`config.mk`:
```
export PLATFORM = sky130hd
export DESIGN_NAME = gpio_input_port_flat
export DESIGN_NICKNAME = d
export VERILOG_FILES = /design/src/rtl/gpio_pkg.sv /design/src/rtl/gpio_input_port_if.sv /design/src/rtl/gpio_debounce_bit.sv /design/src/rtl/gpio_input_port.sv /design/src/flat_wrapper.sv
export SDC_FILE = /design/constraint.sdc
export NUM_CORES = 1
export LEC_CHECK = 0
export ABC_AREA = 1
export ABC_CLOCK_PERIOD_IN_PS = 1300
export CORE_MARGIN = 5
export CORE_UTILIZATION = 50
export DETAILED_ROUTE_END_ITERATION = 8
export PLACE_DENSITY = 0.82
export SLEW_MARGIN = 20
export SYNTH_ARGS = -nofsm -noshare
export SYNTH_HDL_FRONTEND = slang
export SYNTH_SLANG_ARGS = --single-unit
```
`constraint.sdc`:
```
create_clock -name CLK -period 1.3 [get_ports CLK]
set_clock_uncertainty 0.05 [all_clocks]
set_input_delay 0.195 -clock CLK [delete_from_list [all_inputs] [get_ports CLK]]
set_output_delay 0.195 -clock CLK [all_outputs]
set_load 0.03 [all_outputs]
```
`src/rtl/gpio_pkg.sv`:
```
// Shared GPIO constants: I/O addresses of the GPIO ports and the
// register offsets of the input port.
package gpio_pkg;

   // Output ports already live at 40/41; the input port follows them.
   localparam logic [8:0] GPIO_OUT0_ADDR    = 9'd40;
   localparam logic [8:0] GPIO_OUT1_ADDR    = 9'd41;
   localparam logic [8:0] GPIO_IN_BASE_ADDR = 9'd42;

   // Register offsets from the input port base address.
   typedef enum logic [1:0] {
      GPIO_IN_VALUE   = 2'd0,
      GPIO_IN_FLAGS   = 2'd1,
      GPIO_IN_RISE_EN = 2'd2,
      GPIO_IN_FALL_EN = 2'd3
   } gpio_in_reg_e;

endpackage

```
`src/rtl/gpio_input_port_if.sv`:
```
// CPU I/O bus slice seen by the GPIO input port.
interface gpio_input_port_if;
   logic [8:0]  AddressIO;
   logic        WriteIO;
   logic [31:0] DataOutput;
   logic [31:0] DataToMicro;
   logic        IRQ;

   modport master (output AddressIO, output WriteIO, output DataOutput,
                   input DataToMicro, input IRQ);
   modport slave  (input AddressIO, input WriteIO, input DataOutput,
                   output DataToMicro, output IRQ);
endinterface

```
`src/rtl/gpio_debounce_bit.sv`:
```
// One input pin: 2-FF synchronizer, tick-driven sample shifter and the
// debounced level that only moves once every sample agrees.
module gpio_debounce_bit #(
   parameter int FilterDepth = 3
) (
   input  logic CLK,
   input  logic Reset,
   input  logic tick,
   input  logic pinIn,
   output logic debounced
);

   logic [1:0]             syncFf;
   logic [FilterDepth-1:0] samples;

   // Bring the asynchronous pin into the CLK domain.
   always_ff @(posedge CLK or negedge Reset) begin
      if (!Reset) syncFf <= '0;
      else        syncFf <= {syncFf[0], pinIn};
   end

   // Shift one synchronized sample in per prescaler tick.
   always_ff @(posedge CLK or negedge Reset) begin
      if (!Reset)    samples <= '0;
      else if (tick) samples <= {samples[FilterDepth-2:0], syncFf[1]};
   end

   // Follow the samples only when they are unanimous; mixed history holds.
   always_ff @(posedge CLK or negedge Reset) begin
      if (!Reset)               debounced <= 1'b0;
      else if (samples == '1)   debounced <= 1'b1;
      else if (samples == '0)   debounced <= 1'b0;
   end

endmodule

```
`src/rtl/gpio_input_port.sv`:
```
// GPIO input port: debounced pins, masked sticky edge flags with W1C,
// level interrupt and registered read data for the CPU I/O bus.
module gpio_input_port
   import gpio_pkg::*;
#(
   parameter int         Width       = 31,
   parameter logic [8:0] BaseAddress = GPIO_IN_BASE_ADDR,
   parameter int         DebounceDiv = 1,
   parameter int         FilterDepth = 3
) (
   input  logic              CLK,
   input  logic              Reset,
   input  logic [Width-1:0]  PinsIn,
   gpio_input_port_if.slave  bus
);

   localparam int CntW = (DebounceDiv > 1) ? $clog2(DebounceDiv) : 1;

   logic [CntW-1:0]  preCnt;
   logic             tick;
   logic [Width-1:0] debounced;
   logic [Width-1:0] debPrev;
   logic [Width-1:0] riseEn;
   logic [Width-1:0] fallEn;
   logic [Width-1:0] flags;
   logic [Width-1:0] setEv;
   logic [Width-1:0] clrEv;
   logic             wrPrev;
   logic             wrStb;
   logic [8:0]       offs;
   logic             hit;
   gpio_in_reg_e     regSel;
   logic [31:0]      rdData;
   logic             unusedData;

   assign tick = (preCnt == CntW'(DebounceDiv - 1));

   // Free-running sample prescaler; wraps and ticks every DebounceDiv cycles.
   always_ff @(posedge CLK or negedge Reset) begin
      if (!Reset)    preCnt <= '0;
      else if (tick) preCnt <= '0;
      else           preCnt <= preCnt + 1'b1;
   end

   genvar g;
   generate
      for (g = 0; g < Width; g++) begin : gBit
         gpio_debounce_bit #(.FilterDepth(FilterDepth)) uBit (
            .CLK       (CLK),
            .Reset     (Reset),
            .tick      (tick),
            .pinIn     (PinsIn[g]),
            .debounced (debounced[g])
         );
      end
   endgenerate

   // Unsigned wrap makes "offs < 4" a clean window check on the base.
   assign offs       = bus.AddressIO - BaseAddress;
   assign hit        = (offs < 9'd4);
   assign regSel     = gpio_in_reg_e'(offs[1:0]);
   assign wrStb      = bus.WriteIO & ~wrPrev & hit;
   assign unusedData = ^bus.DataOutput;

   assign setEv = (riseEn &  debounced & ~debPrev) |
                  (fallEn & ~debounced &  debPrev);

   // W1C mask, only for the single write cycle aimed at the flag register.
   always_comb begin
      clrEv = '0;
      if (wrStb && regSel == GPIO_IN_FLAGS) clrEv = bus.DataOutput[Width-1:0];
   end

   // Strobe history and previous debounced level for edge detection.
   always_ff @(posedge CLK or negedge Reset) begin
      if (!Reset) begin
         wrPrev  <= 1'b0;
         debPrev <= '0;
      end else begin
         wrPrev  <= bus.WriteIO;
         debPrev <= debounced;
      end
   end

   // Edge enable registers, written once per WriteIO rising edge.
   always_ff @(posedge CLK or negedge Reset) begin
      if (!Reset) begin
         riseEn <= '0;
         fallEn <= '0;
      end else if (wrStb) begin
         if (regSel == GPIO_IN_RISE_EN) riseEn <= bus.DataOutput[Width-1:0];
         if (regSel == GPIO_IN_FALL_EN) fallEn <= bus.DataOutput[Width-1:0];
      end
   end

   // Sticky flags; a set in the same cycle as a clear keeps the bit.
   always_ff @(posedge CLK or negedge Reset) begin
      if (!Reset) flags <= '0;
      else        flags <= (flags & ~clrEv) | setEv;
   end

   // Read mux, zero-extended; undecoded addresses read 0.
   always_comb begin
      rdData = '0;
      if (hit) begin
         case (regSel)
            GPIO_IN_VALUE:   rdData = 32'(debounced);
            GPIO_IN_FLAGS:   rdData = 32'(flags);
            GPIO_IN_RISE_EN: rdData = 32'(riseEn);
            GPIO_IN_FALL_EN: rdData = 32'(fallEn);
            default:         rdData = '0;
         endcase
      end
   end

   // Registered bus outputs.
   always_ff @(posedge CLK or negedge Reset) begin
      if (!Reset) begin
         bus.DataToMicro <= '0;
         bus.IRQ         <= 1'b0;
      end else begin
         bus.DataToMicro <= rdData;
         bus.IRQ         <= |flags;
      end
   end

endmodule

```
`src/flat_wrapper.sv`:
```
// flat-port wrapper written by rule: the top's interface ports become plain ports
module gpio_input_port_flat import gpio_pkg::*;
#(
   parameter int         Width       = 31,
   parameter logic [8:0] BaseAddress = GPIO_IN_BASE_ADDR,
   parameter int         DebounceDiv = 1,
   parameter int         FilterDepth = 3
)
  (CLK, Reset, PinsIn, bus_AddressIO, bus_WriteIO, bus_DataOutput, bus_DataToMicro, bus_IRQ);
  gpio_input_port_if bus_i ();
  input  logic CLK;
  input  logic Reset;
  input  logic [Width-1:0] PinsIn;
  input wire logic [$bits(bus_i.AddressIO)-1:0] bus_AddressIO;
  input wire logic [$bits(bus_i.WriteIO)-1:0] bus_WriteIO;
  input wire logic [$bits(bus_i.DataOutput)-1:0] bus_DataOutput;
  output wire logic [$bits(bus_i.DataToMicro)-1:0] bus_DataToMicro;
  output wire logic [$bits(bus_i.IRQ)-1:0] bus_IRQ;
  assign bus_i.AddressIO = bus_AddressIO;
  assign bus_i.WriteIO = bus_WriteIO;
  assign bus_i.DataOutput = bus_DataOutput;
  assign bus_DataToMicro = bus_i.DataToMicro;
  assign bus_IRQ = bus_i.IRQ;
  gpio_input_port #(.Width(Width), .BaseAddress(BaseAddress), .DebounceDiv(DebounceDiv), .FilterDepth(FilterDepth)) u_core (.CLK(CLK), .Reset(Reset), .PinsIn(PinsIn), .bus(bus_i));
endmodule
```
==> results of run 1 <==
-- cell families (layout without fill, tap and decap cells) --
logic type	after synthesis	in the layout	synth area share
AOI/OAI and AO/OA	155	155	0.0946
adders and majority gates	1	1	0.00104
buffers and inverters	106	311	0.0419
DFF	343	343	0.711
other	1	1	0.000311
and+or+nand+nor	436	437	0.151
-- registers in the layout, summed over array words and instances (netlist names) --
| register | cells |
|---|---|
| u_core.bus.IRQ | 1 |
| u_core.fallEn | 31 |
| u_core.gBit.uBit.syncFf | 62 |
| u_core.bus.DataToMicro | 31 |
| u_core.gBit.uBit.samples | 93 |
| u_core.flags | 31 |
| u_core.wrPrev | 1 |
| u_core.debPrev | 31 |
| u_core.gBit.uBit.debounced | 31 |
| u_core.riseEn | 31 |
-- final cells by class --
cell class / instances / area (um^2) / share of cell area
Tap cell: 319 / 399 / 0.0245
Clock inverter: 11 / 105 / 0.00646
Inverter: 72 / 290 / 0.0178
Sequential cell: 343 / 8580 / 0.527
Timing Repair Buffer: 180 / 2180 / 0.134
Clock buffer: 48 / 1060 / 0.0650
Multi-Input combinational cell: 594 / 3650 / 0.225
-- placed cells by master, fill, tap and decap left out, types with 3 or more instances in the layout --
cell	n
nand2_1	225
nor3_1	32
a41oi_1	24
nor4_2	3
nor4_1	4
a31oi_1	31
nand3_1	47
a21oi_1	31
clkbuf_16	42
clkdlybuf4s50_1	65
buf_8	4
nand2_2	10
buf_2	8
a41oi_2	7
dfrtp_1	343
o21ai_2	58
dlygate4sd2_1	3
clkbuf_8	9
buf_16	8
o21ai_1	4
buf_4	42
nand3_2	14
clkinv_2	9
nor2_1	32
inv_1	67
nand2_4	57
buf_12	27
buf_6	15
-- power breakdown --
| part | switching (mW) | internal (mW) | leakage [nW] |
|---|---|---|---|
| Clock | 3.94 | 6.06 | 0.586 |
| Combinational | 0.762 | 0.517 | 2.46 |
| Sequential | 0.472 | 11.3 | 4.14 |
-- per-layer routing --
| metal | track usage | wire length, um |
|---|---|---|
| met1 | 0.289 | 12200 |
| met2 | 0.360 | 15400 |
| met3 | 0.0422 | 2080 |
| met4 | 0.0802 | 1160 |
| met5 | 0 | 0 |
-- synthesized netlist by cell type (7+ instances only) --
library cell	number	area, um^2
a31oi_1	31	194
o21ai_2	56	490
buf_6	12	135
nand3_1	63	315
clkbuf_1	10	37.5
a21oi_1	31	155
nor2_1	36	135
nor3_1	32	160
a41oi_1	31	272
nand2_1	290	1090
inv_1	70	263
nor4_1	7	43.8
dfrtp_1	343	8580
-- critical path, delay by kind of cell --
kind	cells	cell delay, ns
buf+inv	3	0.78
simple gates	5	0.66
compound gates	1	0.13
-- how the worst min path moves through the flow --
| stage | startpoint | end | slack (ns) |
|---|---|---|---|
| 3_5_place_dp | Reset | u_core.gBit[21].uBit.syncFf[0] | 0.01 |
| 4_1_cts | PinsIn[12] | u_core.gBit[12].uBit.syncFf[0] | 0.06 |
| 6_report | Reset | u_core.gBit[21].uBit.syncFf[0] | 0.08 |
| 5_1_grt | PinsIn[28] | u_core.gBit[28].uBit.syncFf[0] | 0.06 |
| 3_3_place_gp | Reset | u_core.gBit[21].uBit.syncFf[0] | 0.01 |
| 2_1_floorplan | Reset | u_core.bus.DataToMicro[0] | -0.15 |
-- stage by stage --
| step | setup slack [ns] | power, mW | hold slack [ns] |
|---|---|---|---|
| 2_1_floorplan | -0.154 | 12.2 | -0.151 |
| 5_1_grt | -0.157 | 23.9 | 0.0605 |
| 3_3_place_gp | -0.948 | 13.0 | 0.0109 |
| 4_1_cts | -0.0753 | 23.1 | 0.0609 |
| 6_report | -0.0820 | 23.0 | 0.0793 |
| 3_5_place_dp | -1.01 | 13.1 | 0.0129 |
-- what timing repair did --
action                                  CTS  global route
resized for setup                       201           104
endpoints found under the hold margin   343             0
cloned                                    7             7
setup buffers                             8             1
pin swaps                                 7             9
hold buffers                              1             0
endpoints found under the setup margin  155           144
==> metrics.txt, run 1 <==
slowest CP cell=clkdlybuf4s50_1; YS warnings=0; Final Core Density=0.689; Critical Path Sink=u_core.fallEn[28]; RSZ-0062 raised after global routing=yes; Yosys reg bits=343; mean cell area of the mapped netlist=11.6 um^2; Crit Path Max Fanout=15; layout cells sized above 1=0.264; DP HPWL=17200 um; initial core utilization=0.511; final slew viol count=0; Mapped Nets=1118; DRT Pass-1 Iters=5; initial antenna violation count=0; dpl cells=1486; GRT Residual Overflow=0; Slowest Stage Delay on Critical Path=0.42 ns; endpoints failing setup=98; Final nets=1302; count of cell types in the netlist=26; status=finished, violations left; Routed WL per cell=19.7 um; Final Cycle Share=1.06; FMAX=724 MHz; critical path, cell by cell=clkdlybuf4s50_1 > nand3b_1 > nand2_1 > nand2_4 > nor2_8 > buf_12 > nand2_4 > buf_16 > o21ai_2; number of flops mapped to enable cells by yosys=0; vias per cell=5.61; Boundary Pins=108; ys flop type=dfrtp_1; DR iter-0 viols=1080; R2R setup slack=-0.06 ns; RePlAce Congestion=0.827; most frequent CP cell=nand2_4; die span in y=165 um; Clock Pin Slew Worst Setup and Hold Paths=0.06 ns; Async SR Flop Fraction=1.00; Peak VDD IR=0.000933 V; Via Count=8785; hold crit path type=input port to async pin; total die area=27300 um^2; cell area after layout=16300 um^2; Reg-to-Reg Start=u_core.wrPrev; Crit Path Class=input port to flip-flop; GRT Overall Usage=0.218; post-route ant nets=0; worst r2r path cells=7; final setup margin=-0.0820 ns; Mapped Cells=1042; Post-Syn Area=12100 um^2; Core Region=23600 um^2; static leakage=7.19 nW; # diodes=0; CP Launch Type=input port; Worst Setup SP=bus_AddressIO[4]; max cap viols=0; TritonCTS clock tree=yes; drc violations=0; Critical Path RT=1.68 ns; non-filler instance count after layout=1567; Setup TNS Final=-4.22 ns; CTS sink cnt=343; failing checks=setup timing; PwrDens=1420 nW/um^2; Placed Instance Area=14100 um^2; vias in the first global route=9087; clock latency on the worst-skew pair=0.50 ns; H-tree depth=2; area grow syn2layout=34.9%; Critical Path End Type=flip-flop; Die X=165 um; first-pass GRT wire length=46800 um; Root Buffer=clkbuf_16; Worst Path Arrival=1.76 ns; final hold violation count=0; Seq/Total Area, Yosys=0.711; Max Root-Sink Buffers=3; post-layout min period=1.38 ns; fill count=1535; IO Port Bufs=105; CTS Buf Count=35; reg2reg end=u_core.fallEn[28]; Std-Cell Rows=56; largest net degree at the start of global routing=63; Total Routed Length=30800 um
Note: power is estimated with default switching activity, not from simulation.
==> inputs of run 2 (changes only) <==
--- a/config.mk
+++ b/config.mk
@@ -6,7 +6,8 @@
 export NUM_CORES = 1
 export LEC_CHECK = 0
 export ABC_AREA = 1
-export ABC_CLOCK_PERIOD_IN_PS = 1300
+export ABC_CLOCK_PERIOD_IN_PS = 1100
+export CORE_ASPECT_RATIO = 0.5
 export CORE_MARGIN = 5
 export CORE_UTILIZATION = 50
 export DETAILED_ROUTE_END_ITERATION = 8
==> constraint.sdc (replaced) <==
create_clock -name CLK -period 1.1 [get_ports CLK]
set_clock_uncertainty 0.05 [all_clocks]
set_input_delay 0.165 -clock CLK [delete_from_list [all_inputs] [get_ports CLK]]
set_output_delay 0.165 -clock CLK [all_outputs]
set_load 0.03 [all_outputs]
==> run 2 against run 1 <==
The flow still finishes with violations (setup timing). Critical path depth grew 3. Critical path type unchanged. Global-route usage grew 1.9 points. Power increased by 15%. Non-clock buffer count rose by 42. Count of clock-buffer cells in the layout decreased by 8. Core utilization increased by 1.5 points. First-iteration DRC count up 37%. Combinational power is 40% higher. Worst setup slack got worse by 0.32 ns. Design area grew 3.3%.
==> metrics.txt, run 2 (same netlist as run 1, synthesis figures left out) <==
Top Registers=u_core.gBit.uBit.samples: 93 flops, u_core.gBit.uBit.syncFf: 62 flops; met2 usage=0.400 (+0.0394); Clock Pin Slew Worst Setup and Hold Paths=0.08 ns (+0.02 ns); M3 GR Usage=0.0532 (+0.0110); FF+latch area=8580 um^2 (about the same); Max Root-Sink Buffers=3 (unchanged); max reg flops=93 (unchanged); post-route ant nets=0 (unchanged); worst r2r path cells=8 (+1); status=finished, violations left; total die area=27500 um^2 (+0.69%); IO Port Bufs=105 (unchanged); Critical Path End Type=flip-flop; CP Launch Type=input port; Critical Path Stages=12 (+3); fill count=1282 (-16%); PwrDens=1570 nW/um^2 (+11%); largest net degree at the start of global routing=48 (-24%); Boundary Pins=108 (unchanged); H-tree depth=1 (-1); Worst Path Arrival=1.89 ns (+0.13 ns); multi-input logic area=3820 um^2 (+4.6%); final slew viol count=0 (unchanged); endpoints failing setup=152 (+55%); slowest CP cell=dlygate4sd2_1; Final Core Density=0.704 (+0.0148); die span in y=120 um (-28%); Core Region=23900 um^2 (+1.1%); top cell family by delay on the critical path=simple AND/OR/NAND/NOR gates; RePlAce Congestion=0.814 (-1.5%); cell-internal power=20.0 mW (+12%); final hold violation count=0 (unchanged); TritonCTS clock tree=yes; Critical Path RT=1.49 ns (-0.19 ns); DRT Pass-1 Iters=5 (unchanged); Crit Path Class=input port to flip-flop; Std-Cell Rows=40 (-29%); dpl cells=1504 (+1.2%); FMAX=666 MHz; RSZ-0062 raised after global routing=yes; Final Power=26.4 mW (+15%); static leakage=7.36 nW (+2.4%); max cap viols=0 (unchanged); R2R setup slack=-0.34 ns (-0.28 ns); Routed WL per cell=25.3 um (+29%); Slowest Stage Delay on Critical Path=0.25 ns (-0.17 ns); first-pass GRT wire length=51800 um (+11%); GRT Residual Overflow=0 (unchanged); clock latency on the worst-skew pair=0.55 ns (+0.05 ns); Total Routed Length=40500 um (+31%); Root Buffer=clkbuf_16; met1 Track Usage GR=0.287 (-0.00117); Critical Path Sink=u_core.fallEn[24]; CTS sink cnt=343 (unchanged); # diodes=0 (unchanged); DP HPWL=18300 um (+6.5%); vias per cell=6.12 (+9.1%); Net Switching=6.44 mW (+24%); Via Count=9774 (+11%); non-filler instance count after layout=1598 (+2.0%); hold crit path type=input port to async pin; hold_ws=0.000534 ns (-0.0787 ns); Crit Path Max Fanout=11 (-4); CTS Buf Count=28 (-20%); sw frac=0.244 (+0.0192); critical path, cell by cell=dlygate4sd2_1 > nor2_1 > buf_4 > nand3_2 > nor2_4 > nand2_4 > nor2_8 > buf_6 > nand2_8 > buf_12 > nand2_2 > o21ai_2; failing checks=setup timing; layout cells sized above 1=0.292 (+0.0279); GRT Overall Usage=0.236 (+0.0185); cell area after layout=16800 um^2 (+3.3%); area grow syn2layout=39.3%; Final nets=1338 (+2.8%); drc violations=0 (unchanged); vias in the first global route=9811 (+8.0%); Top Usage Layer GRT=met2; Peak VDD IR=0.00111 V (+19%); initial core utilization=0.505 (-0.00557); commonest non-fill, non-tap cells in the layout=dfrtp_1, nand2_1, inv_1, clkdlybuf4s50_1, o21ai_2; Die X=230 um (+39%); DR iter-0 viols=1482 (+37%); Placed Instance Area=14300 um^2 (+1.5%); Reg-to-Reg Start=u_core.wrPrev; combinational share of power=0.068 (+0.012); reg2reg end=u_core.fallEn[24]; Worst Setup SP=bus_AddressIO[6]; commonest non-fill, non-tap cell in the layout=dfrtp_1; Final Cycle Share=1.37; WP buf/inv=4 (+1); Top reg by flops=u_core.gBit.uBit.samples; final setup margin=-0.402 ns (-0.320 ns); Reg power frac=0.528 (+0.018); post-layout min period=1.50 ns; initial antenna violation count=0 (unchanged); Clk pwr share=0.404 (-0.030)
run 2: cell count changes in the layout (fill, tap and decap cells not counted), sizes merged:
cell,change
clkbuf,-2
buf,+22
nand2,+1
clkinvlp,+2
dlygate4sd3,+13
bufbuf,+1
dlygate4sd2,+1
dlymetal6s2s,-1
clkinv,-3
bufinv,+1
run 2: worst register-to-register path, cell delays in order, from the launching register on:
cell     delay (ns)
dfrtp_1        0.38
inv_2          0.07
nand2_4        0.07
nor2_8         0.14
buf_6          0.16
nand2_8        0.11
buf_12         0.19
nand2_2        0.09
o21ai_2        0.07
run 2: power groups by stage:
stage	combinational (mW)	clock [mW]	sequential [mW]
finish	1.79	10.7	14.0
global route	1.92	11.3	14.0
CTS	1.59	10.6	13.8
detailed placement	1.49	0	14.0
global placement	1.43	0	14.0
floorplan	0.535	0	13.9
run 2: stage by stage:
step / worst slack [ns] / TNS (ns)
2_1_floorplan: -0.319 / -29.94
3_3_place_gp: -1.11 / -129.61
3_5_place_dp: -1.18 / -134.63
4_1_cts: -0.303 / -30.54
5_1_grt: -0.401 / -41.87
6_report: -0.402 / -41.05
run 2: area by class of cell:
class / count / share of cell area
Timing Repair Buffer: 222 / 0.164
Multi-Input combinational cell: 595 / 0.228
Clock buffer: 40 / 0.0492
Clock inverter: 11 / 0.00804
Inverter: 72 / 0.0174
Tap cell: 315 / 0.0235
Sequential cell: 343 / 0.511
run 2: how the worst min path moves through the flow:
| stage | slack [ns] | endpoint | depth (start not counted) | start |
|---|---|---|---|---|
| floorplan | -0.18 | u_core.bus.DataToMicro[0] | 0 | Reset |
| global placement | -0.02 | u_core.gBit[12].uBit.syncFf[1] | 1 | Reset |
| detailed placement | -0.02 | u_core.gBit[12].uBit.syncFf[1] | 1 | Reset |
| CTS | -0.01 | u_core.gBit[12].uBit.syncFf[1] | 2 | Reset |
| global route | -0.003 | u_core.gBit[24].uBit.syncFf[0] | 1 | PinsIn[24] |
| finish | 0.0005 | u_core.gBit[12].uBit.syncFf[1] | 2 | Reset |
run 2: per-layer routing:
layer | up-vias | wire length (um)
li1 | 3905 | -
met1 | 4839 | 13900
met2 | 765 | 19600
met3 | 265 | 3970
met4 | 0 | 2990
met5 | - | 0
run 2: timing repair:
action | 4_1_cts | 5_1_grt
endpoints found under the hold margin | 355 | 1
gates cloned | 7 | 16
pin swaps | 8 | 15
resized for setup | 92 | 115
setup buffers | 9 | 2
endpoints found under the setup margin | 157 | 153
hold buffers | 13 | 1
